--- config.mk ---
export PLATFORM = sky130hd
export DESIGN_NAME = uart_rx
export DESIGN_NICKNAME = d
export VERILOG_FILES = /design/src/rtl/uart_rx.sv
export SDC_FILE = /design/constraint.sdc
export NUM_CORES = 1
export LEC_CHECK = 0
export CAP_MARGIN = 25
export CORE_UTILIZATION = 43
export DETAILED_ROUTE_END_ITERATION = 10
export PLACE_DENSITY_LB_ADDON = 0.3
export SETUP_SLACK_MARGIN = 0.15
export SLEW_MARGIN = 25
export SYNTH_ARGS = -nofsm -noshare
export SYNTH_HDL_FRONTEND = slang
export SYNTH_SLANG_ARGS = --single-unit
--- constraint.sdc ---
create_clock -name clk -period 1.9 [get_ports clk]
set_clock_uncertainty 0.15 [all_clocks]
set_input_delay 0.38 -clock clk [delete_from_list [all_inputs] [get_ports clk]]
set_output_delay 0.38 -clock clk [all_outputs]
set_load 0.02 [all_outputs]
--- src/rtl/uart_rx.sv ---
// uart_rx: oversampled asynchronous serial receiver.
// One start bit, DATA_BITS data bits (LSB first) and one stop bit. Each bit is
// sampled once, near its middle, on a tick_en strobe.
// Optional even-parity bit between data and stop: define UART_RX_PARITY_EN.
//
// state     | meaning
// ----------+--------------------------------------------------------------
// IDLE      | line idle; waiting for rx_s low on a tick
// START     | half-bit check of the start bit; a high sample is a glitch
// DATA      | sampling data bits at mid-bit, shifting in LSB first
// PARITY    | sampling the even-parity bit (UART_RX_PARITY_EN only)
// STOP      | sampling the stop bit; publishes data or flags a framing error
// WAIT_IDLE | after a framing error; waiting for the line to return high
module uart_rx #(
  parameter int OVERSAMPLE = 16,
  parameter int DATA_BITS  = 8
) (
  input  logic                 clk,
  input  logic                 rst_n,
  input  logic                 tick_en,
  input  logic                 rx,
  output logic [DATA_BITS-1:0] data,
  output logic                 valid,
  output logic                 framing_err,
  output logic                 parity_err,
  output logic                 busy
);

  localparam int CW = $clog2(OVERSAMPLE);
  localparam int BW = $clog2(DATA_BITS);
  localparam logic [CW-1:0] CNT_HALF = CW'(OVERSAMPLE / 2 - 1);
  localparam logic [CW-1:0] CNT_FULL = CW'(OVERSAMPLE - 1);
  localparam logic [BW-1:0] BIT_LAST = BW'(DATA_BITS - 1);

  typedef enum logic [2:0] {
    IDLE,
    START,
    DATA,
`ifdef UART_RX_PARITY_EN
    PARITY,
`endif
    STOP,
    WAIT_IDLE
  } state_t;

  state_t               state, state_nxt;
  logic [CW-1:0]        cnt, cnt_nxt;
  logic [BW-1:0]        bit_idx, bit_nxt;
  logic [DATA_BITS-1:0] shreg, shreg_nxt;
  logic [DATA_BITS-1:0] data_nxt;
  logic                 valid_nxt;
  logic                 ferr_nxt;
  logic                 rx_meta, rx_s;

`ifdef UART_RX_PARITY_EN
  logic par_bad, par_bad_nxt;
  logic perr_nxt;
`endif

  // Two-flop synchronizer; resets to the idle (high) line level.
  always_ff @(posedge clk or negedge rst_n) begin
    if (!rst_n) begin
      rx_meta <= 1'b1;
      rx_s    <= 1'b1;
    end else begin
      rx_meta <= rx;
      rx_s    <= rx_meta;
    end
  end

  // State, counters, shift register and registered output pulses.
  always_ff @(posedge clk or negedge rst_n) begin
    if (!rst_n) begin
      state       <= IDLE;
      cnt         <= '0;
      bit_idx     <= '0;
      shreg       <= '0;
      data        <= '0;
      valid       <= 1'b0;
      framing_err <= 1'b0;
    end else begin
      state       <= state_nxt;
      cnt         <= cnt_nxt;
      bit_idx     <= bit_nxt;
      shreg       <= shreg_nxt;
      data        <= data_nxt;
      valid       <= valid_nxt;
      framing_err <= ferr_nxt;
    end
  end

`ifdef UART_RX_PARITY_EN
  // Parity verdict held from the parity bit until the stop bit, plus its pulse.
  always_ff @(posedge clk or negedge rst_n) begin
    if (!rst_n) begin
      par_bad    <= 1'b0;
      parity_err <= 1'b0;
    end else begin
      par_bad    <= par_bad_nxt;
      parity_err <= perr_nxt;
    end
  end
`else
  assign parity_err = 1'b0;
`endif

  // Next-state and datapath decode; nothing moves except on tick_en cycles.
  always_comb begin
    state_nxt = state;
    cnt_nxt   = cnt;
    bit_nxt   = bit_idx;
    shreg_nxt = shreg;
    data_nxt  = data;
    valid_nxt = 1'b0;
    ferr_nxt  = 1'b0;
`ifdef UART_RX_PARITY_EN
    par_bad_nxt = par_bad;
    perr_nxt    = 1'b0;
`endif
    if (tick_en) begin
      case (state)
        IDLE: begin
          if (!rx_s) begin
            state_nxt = START;
            cnt_nxt   = '0;
          end
        end
        START: begin
          if (cnt == CNT_HALF) begin
            cnt_nxt = '0;
            if (rx_s) begin
              state_nxt = IDLE;
            end else begin
              state_nxt = DATA;
              bit_nxt   = '0;
            end
          end else begin
            cnt_nxt = cnt + CW'(1);
          end
        end
        DATA: begin
          if (cnt == CNT_FULL) begin
            cnt_nxt   = '0;
            shreg_nxt = {rx_s, shreg[DATA_BITS-1:1]};
            if (bit_idx == BIT_LAST) begin
              bit_nxt = '0;
`ifdef UART_RX_PARITY_EN
              state_nxt = PARITY;
`else
              state_nxt = STOP;
`endif
            end else begin
              bit_nxt = bit_idx + BW'(1);
            end
          end else begin
            cnt_nxt = cnt + CW'(1);
          end
        end
`ifdef UART_RX_PARITY_EN
        PARITY: begin
          if (cnt == CNT_FULL) begin
            cnt_nxt     = '0;
            par_bad_nxt = (^shreg) ^ rx_s;
            state_nxt   = STOP;
          end else begin
            cnt_nxt = cnt + CW'(1);
          end
        end
`endif
        STOP: begin
          if (cnt == CNT_FULL) begin
            cnt_nxt = '0;
            if (rx_s) begin
              state_nxt = IDLE;
`ifdef UART_RX_PARITY_EN
              if (par_bad) begin
                perr_nxt = 1'b1;
              end else begin
                data_nxt  = shreg;
                valid_nxt = 1'b1;
              end
`else
              data_nxt  = shreg;
              valid_nxt = 1'b1;
`endif
            end else begin
              // A low stop bit may be the start of a break; wait for the line
              // to go high so a long break reports only once.
              ferr_nxt  = 1'b1;
              state_nxt = WAIT_IDLE;
            end
          end else begin
            cnt_nxt = cnt + CW'(1);
          end
        end
        WAIT_IDLE: begin
          if (rx_s) begin
            state_nxt = IDLE;
          end
        end
        default: begin
          state_nxt = IDLE;
          cnt_nxt   = '0;
        end
      endcase
    end
  end

  assign busy = (state != IDLE);

endmodule

==> metrics.txt, run 1 <==
Initial Util=between 40% and 50%; Seq cells post-synth=30; post-cts hold buffer count=0; drt total wl=between 2000 and 3000 µm; GRT Total Usage=19.4%; Fin Hold WS=0.210 ns; Avg Vias per Cell=5.26; antenna cells=0; critical-path cell list=buf_6, or3b_4, nor2_4, buf_8, mux2_4; yosys warns=0; slowest CP cell=dfrtp_2; share of layout cells above drive strength 1=about two fifths; fill count=between 200 and 300; PD cells=960 mW/mm²; synth unique cells=41; CTS buffer count=5; worst-skew pair later-pin latency=0.32 ns; Hold Vio Cnt, Final=0; Sequential Area=approximately 750 µm²; largest net degree at the start of global routing=31; clk slew on worst S/H paths=0.09 ns; WP data required=slightly below 2 ns; WS Path Type=register to register; Post-Layout Inst Area=~0.0019 mm²; vias in the first global route=between 1,000 and 1,500; RSZ-0062 raised after global routing=true; top cell type's share of synthesized area=between 40% and 50%; P_leak=approximately 0.9 nW; row count=20; initial antenna violation count=0; DIE WIDTH=between 50 and 60 µm; most numerous cell in the Yosys netlist=dfrtp_1; number of enable flip-flop cells after synthesis=0; area of the multi-input gates=about 660 µm²; startpoint type of the worst setup path=register; sequential area share after synthesis=53.3%; initial DRC count=21; drt wl/cell=about 14 µm; Most used DFF post-synth=dfrtp_1; die area=between 0.003 and 0.004 mm²; crit-path max FO=8; Post-Syn Area=~0.0014 mm²; core area=around 0.0031 mm²; Max Slew Vio Count=0; clk root buf=clkbuf_4; crit-path max cell delay=0.41 ns; ys async rst share=100%; Remaining DRCs=0; first drt pass iteration count=4; reg-to-reg slack, setup=a little under 0.1 ns; RD Place Congestion=a little under 0.8; max-cap violations=0; Post-DRT Antenna Nets=0; first-pass GRT wire length=between 4000 and 5000 µm; worst ir drop on vdd=0.544 mV; Final period util=between 90% and 100%; Final setup viols=0; max frequency=~0.56 GHz; # port buffers=14; grt total ovfl=0; minimum clock period after layout=1.80 ns; Ports=16; HP Class=register to register; most frequent cells after synthesis=dfrtp_1 (28), mux2_2 (16), nand2_1 (7); CTS tree=built; outcome=finished, final reports clean; CTS sink cnt=30; synth top area cells=dfrtp_1 (50%), mux2_2 (13%), dfstp_2 (3.7%); Final nets=160; hpwl dp=between 1500 and 2000 µm; Worst setup EP type=register; final core occ=61.3%; Vias=roughly 1,000; Die Y=roughly 59 µm; synthesized net count=about 120; area leader, netlist=dfrtp_1; placed cell area=roughly 0.0017 mm²; worst-case clock buffer depth=2; Syn Area/Cell=between 10 and 15 µm²; P&R area growth vs syn=33.5%; post-synthesis cell count=between 100 and 150; CTS H-tree lvls=2; CP arrival=between 1.5 and 2 ns
==> path summary, 6_finish.rpt <==
check | startpoint | end | cells past startpoint
min in group asynchronous | rst_n | cnt[3] | 2
min | rx_meta | rx_s | 0
max in group asynchronous | rst_n | rx_meta | 2
min reg2reg | rx_meta | rx_s | 0
max reg2reg | state[0] | shreg[0] | 5
max | state[0] | shreg[0] | 5
==> state kept, by name (all words and copies together), names as in the netlist <==
name and count:
data 8, shreg 8, cnt 4, bit_idx 3, state 3, framing_err 1, rx_meta 1, rx_s 1
valid 1
==> timing repair <==
item,in CTS,in global routing
endpoints found under the setup margin,30,20
buffers inserted,12,0
gates resized for setup,29,2
pin swaps,5,2
==> cell usage in the layout (no fill, tap or decap), types with 2 or more instances in the layout <==
master           count
dfrtp_1             27
buf_4               22
dlygate4sd2_1       10
mux2_4               9
mux2_2               8
nand2_1              7
clkbuf_4             5
nor2_1               4
mux2i_1              4
nor3_1               3
nand2b_1             3
inv_1                3
clkdlybuf4s50_1      3
buf_6                3
nand4_1              2
nor2b_1              2
xor2_1               2
o21ai_0              2
nand3_1              2
o31ai_1              2
ha_1                 2
dfstp_2              2
==> metrics by stage <==
| step | worst slack [ns] | setup TNS (ns) | power (mW) | std cells |
|---|---|---|---|---|
| floorplan | 0.0169 | 0 | 1.16 | 114 |
| global route | 0.0285 | 0 | 1.93 | 198 |
| detailed placement | -0.157 | -2.59 | 1.33 | 178 |
| CTS | 0.0887 | 0 | 1.81 | 198 |
| finish | 0.0993 | 0 | 1.81 | 198 |
| global placement | -0.131 | -2.19 | 1.29 | 178 |
==> routing by layer <==
layer	wire [µm]	part of all wire, %	vias to the layer above	track usage [%]
met5	0	0	-	0
met4	36	1.3	0	8.16
met3	99	3.5	5	4.59
met2	1370	49	19	31.6
met1	1290	46	529	24.6
li1	-	-	488	-
==> area by class of cell <==
cell class / instances / area share (%)
Timing Repair Buffer: 40 / 18.6
Sequential cell: 30 / 40.0
Clock buffer: 7 / 2.92
Multi-Input combinational cell: 73 / 34.7
Inverter: 3 / 0.596
Tap cell: 44 / 2.92
Clock inverter: 1 / 0.265
==> report_power, final <==
group | switching (mW) | leakage, nW | internal, mW
clock | 0.211 | 0.0353 | 0.179
sequential | 0.0589 | 0.384 | 0.719
combinational | 0.321 | 0.488 | 0.323
total | 0.591 | 0.906 | 1.22
==> worst max-delay path, delay by kind of cell (launching register included) <==
kind,cells,cell delay [ns]
and+or+nand+nor,2,0.54
buffers and inverters,2,0.28
DFF,1,0.41
muxes,1,0.30
==> logic make-up (layout without fill, tap and decap cells) <==
logic type                 after synthesis  after routing  synth area share, %
AOI/OAI and AO/OA                       14             14                 8.41
buffers and inverters                   11             51                 3.89
adders and majority gates                3              3                 2.66
other                                    1              1                0.265
DFF                                     30             30                 53.3
xor gates and xnor gates                 2              2                 1.24
muxes                                   21             21                 16.6
and+or+nand+nor                         32             32                 13.6
Note: power is estimated with default switching activity, not from simulation.
==> inputs of run 2 (changes only) <==
--- a/config.mk
+++ b/config.mk
@@ -5,6 +5,7 @@
 export SDC_FILE = /design/constraint.sdc
 export NUM_CORES = 1
 export LEC_CHECK = 0
+export ABC_CLOCK_PERIOD_IN_PS = 1900
 export CAP_MARGIN = 25
 export CORE_UTILIZATION = 43
 export DETAILED_ROUTE_END_ITERATION = 10
==> constraint.sdc (replaced) <==
create_clock -name clk -period 1.9 [get_ports clk]
set_clock_uncertainty 0.15 [all_clocks]
set_input_delay 0.38 -clock clk [delete_from_list [all_inputs] [get_ports clk]]
set_output_delay 0.38 -clock clk [all_outputs]
set_load 0.01 [all_outputs]
==> metrics.txt, run 2 (synthesis results as in run 1) <==
CTS tree=built; drt wl/cell=13.9 µm (-1.6%); DIE WIDTH=59.3 µm (unchanged); PD cells=932 mW/mm² (-2.9%); Largest regs=data x8, shreg x8, cnt x4; Initial Util=45.9% (unchanged); worst ir drop on vdd=0.595 mV (+9.3%); crit-path max FO=3 (-5); Hold Path Stages=0 (unchanged); # port buffers=14 (unchanged); vias in the first global route=1,060 (-2.4%); RD Place Congestion=0.819 (+3.7%); WP data required=1.96 ns (about the same); Die Y=59.3 µm (unchanged); grt total ovfl=0 (unchanged); initial DRC count=29 (+38%); Setup WS pre-CTS=-0.182 ns (-0.0254 ns); most common cell after layout, fill and taps aside=dfrtp_1; P_leak=0.941 nW (+3.8%); first drt pass iteration count=4 (unchanged); clk root buf=clkbuf_4; Finished Layout Cells=198 (unchanged); worst-case clock buffer depth=2 (unchanged); CTS H-tree lvls=2 (unchanged); Post-DRT Antenna Nets=0 (unchanged); Max Slew Vio Count=0 (unchanged); max frequency=0.541 GHz (-2.6%); setup ws final=0.0512 ns (-0.0482 ns); Remaining DRCs=0 (unchanged); WS Path Type=register to register; row count=20 (unchanged); placed cell area=0.00170 mm² (+0.15%); minimum clock period after layout=1.85 ns (+0.0482 ns); Vias=1,009 (-3.1%); CTS buffer count=5 (unchanged); first-pass GRT wire length=4670 µm (-6.4%); hpwl dp=1740 µm (-3.6%); Hold Vio Cnt, Final=0 (unchanged); area of the multi-input gates=693 µm² (+5.7%); HP Class=register to register; Final period util=97.3% (+2.5 points); startpoint type of the worst setup path=register; most frequent cells in the layout=dfrtp_1 (28), buf_4 (19), mux2_4 (17), dlygate4sd2_1 (8), nand2_1 (7); core area=0.00308 mm² (unchanged); Worst setup EP type=register; Avg Vias per Cell=5.10 (-3.1%); Sequential Area=753 µm² (-0.17%); initial antenna violation count=0 (unchanged); clk slew on worst S/H paths=0.09 ns (about the same); Power Total=1.79 mW (-1.3%); Ports=16 (unchanged); R2R cell count=4 (-1); largest net degree at the start of global routing=31 (unchanged); worst-skew pair later-pin latency=0.32 ns (about the same); die area=0.00352 mm² (unchanged); Setup TNS Final=0 ns (unchanged); max-cap violations=0 (unchanged); Post-Layout Inst Area=0.00192 mm² (+1.7%); drt total wl=2760 µm (-1.6%); Final nets=160 (unchanged); Final setup viols=0 (unchanged); final core occ=62.4% (+1.0 points); post-cts hold buffer count=0 (unchanged); GRT Total Usage=18.7% (-0.74 points); antenna cells=0 (unchanged); fill count=236 (-6.3%); RSZ-0062 raised after global routing=true; Inst Count DP=180 (+1.1%); share of layout cells above drive strength 1=39.0% (unchanged); CTS sink cnt=30 (unchanged); outcome=finished, final reports clean; P&R area growth vs syn=35.8%; Fin Hold WS=0.213 ns (+0.00319 ns); CP arrival=1.90 ns (+0.05 ns)
-- run 2: changes by cell type in the layout (fill, tap and decap cells not counted), sizes merged --
cell,before,now
dlymetal6s2s,0,2
dlygate4sd2,10,8
clkbuf,7,6
clkinv,1,2
-- run 2: layer usage --
| metal | share of wire [%] | track usage, % | routed length (µm) | vias up |
|---|---|---|---|---|
| met4 | 0.69 | 7.48 | 19 | 0 |
| met5 | 0 | 0 | 0 | - |
| li1 | - | - | - | 483 |
| met2 | 48 | 28.3 | 1330 | 12 |
| met3 | 2.3 | 6.99 | 62 | 2 |
| met1 | 49 | 24.1 | 1350 | 512 |
-- run 2: timing repair --
action / in CTS / in global routing
endpoints found under the setup margin: 28 / 23
buffers inserted: 9 / 1
gates resized for setup: 27 / 15
pin swaps: 5 / 4
-- run 2: final timing paths --
check                      startpoint          to  slack (ns)
min                           rx_meta        rx_s        0.21
max reg2reg                  state[1]  bit_idx[0]        0.05
max                          state[1]  bit_idx[0]        0.05
min in group asynchronous       rst_n      cnt[1]        0.28
min reg2reg                   rx_meta        rx_s        0.21
max in group asynchronous       rst_n     rx_meta        1.00
-- run 2: cell type report --
cell class	count	area share (%)
Clock buffer	6	2.15
Clock inverter	2	0.522
Inverter	3	0.587
Multi-Input combinational cell	73	36.1
Sequential cell	30	39.2
Tap cell	44	2.87
Timing Repair Buffer	40	18.5
-- run 2: power by group --
part	switching (mW)	internal [mW]	total [mW]
Combinational	0.316	0.332	0.648
Clock	0.222	0.141	0.363
Sequential	0.0607	0.718	0.779
Total	0.599	1.19	1.79
-- run 2: worst max-delay path: stages (launching register included) --
cell,delay (ns)
dfrtp_1,0.40
buf_6,0.13
or4b_4,0.50
a211oi_4,0.24
mux2_4,0.32
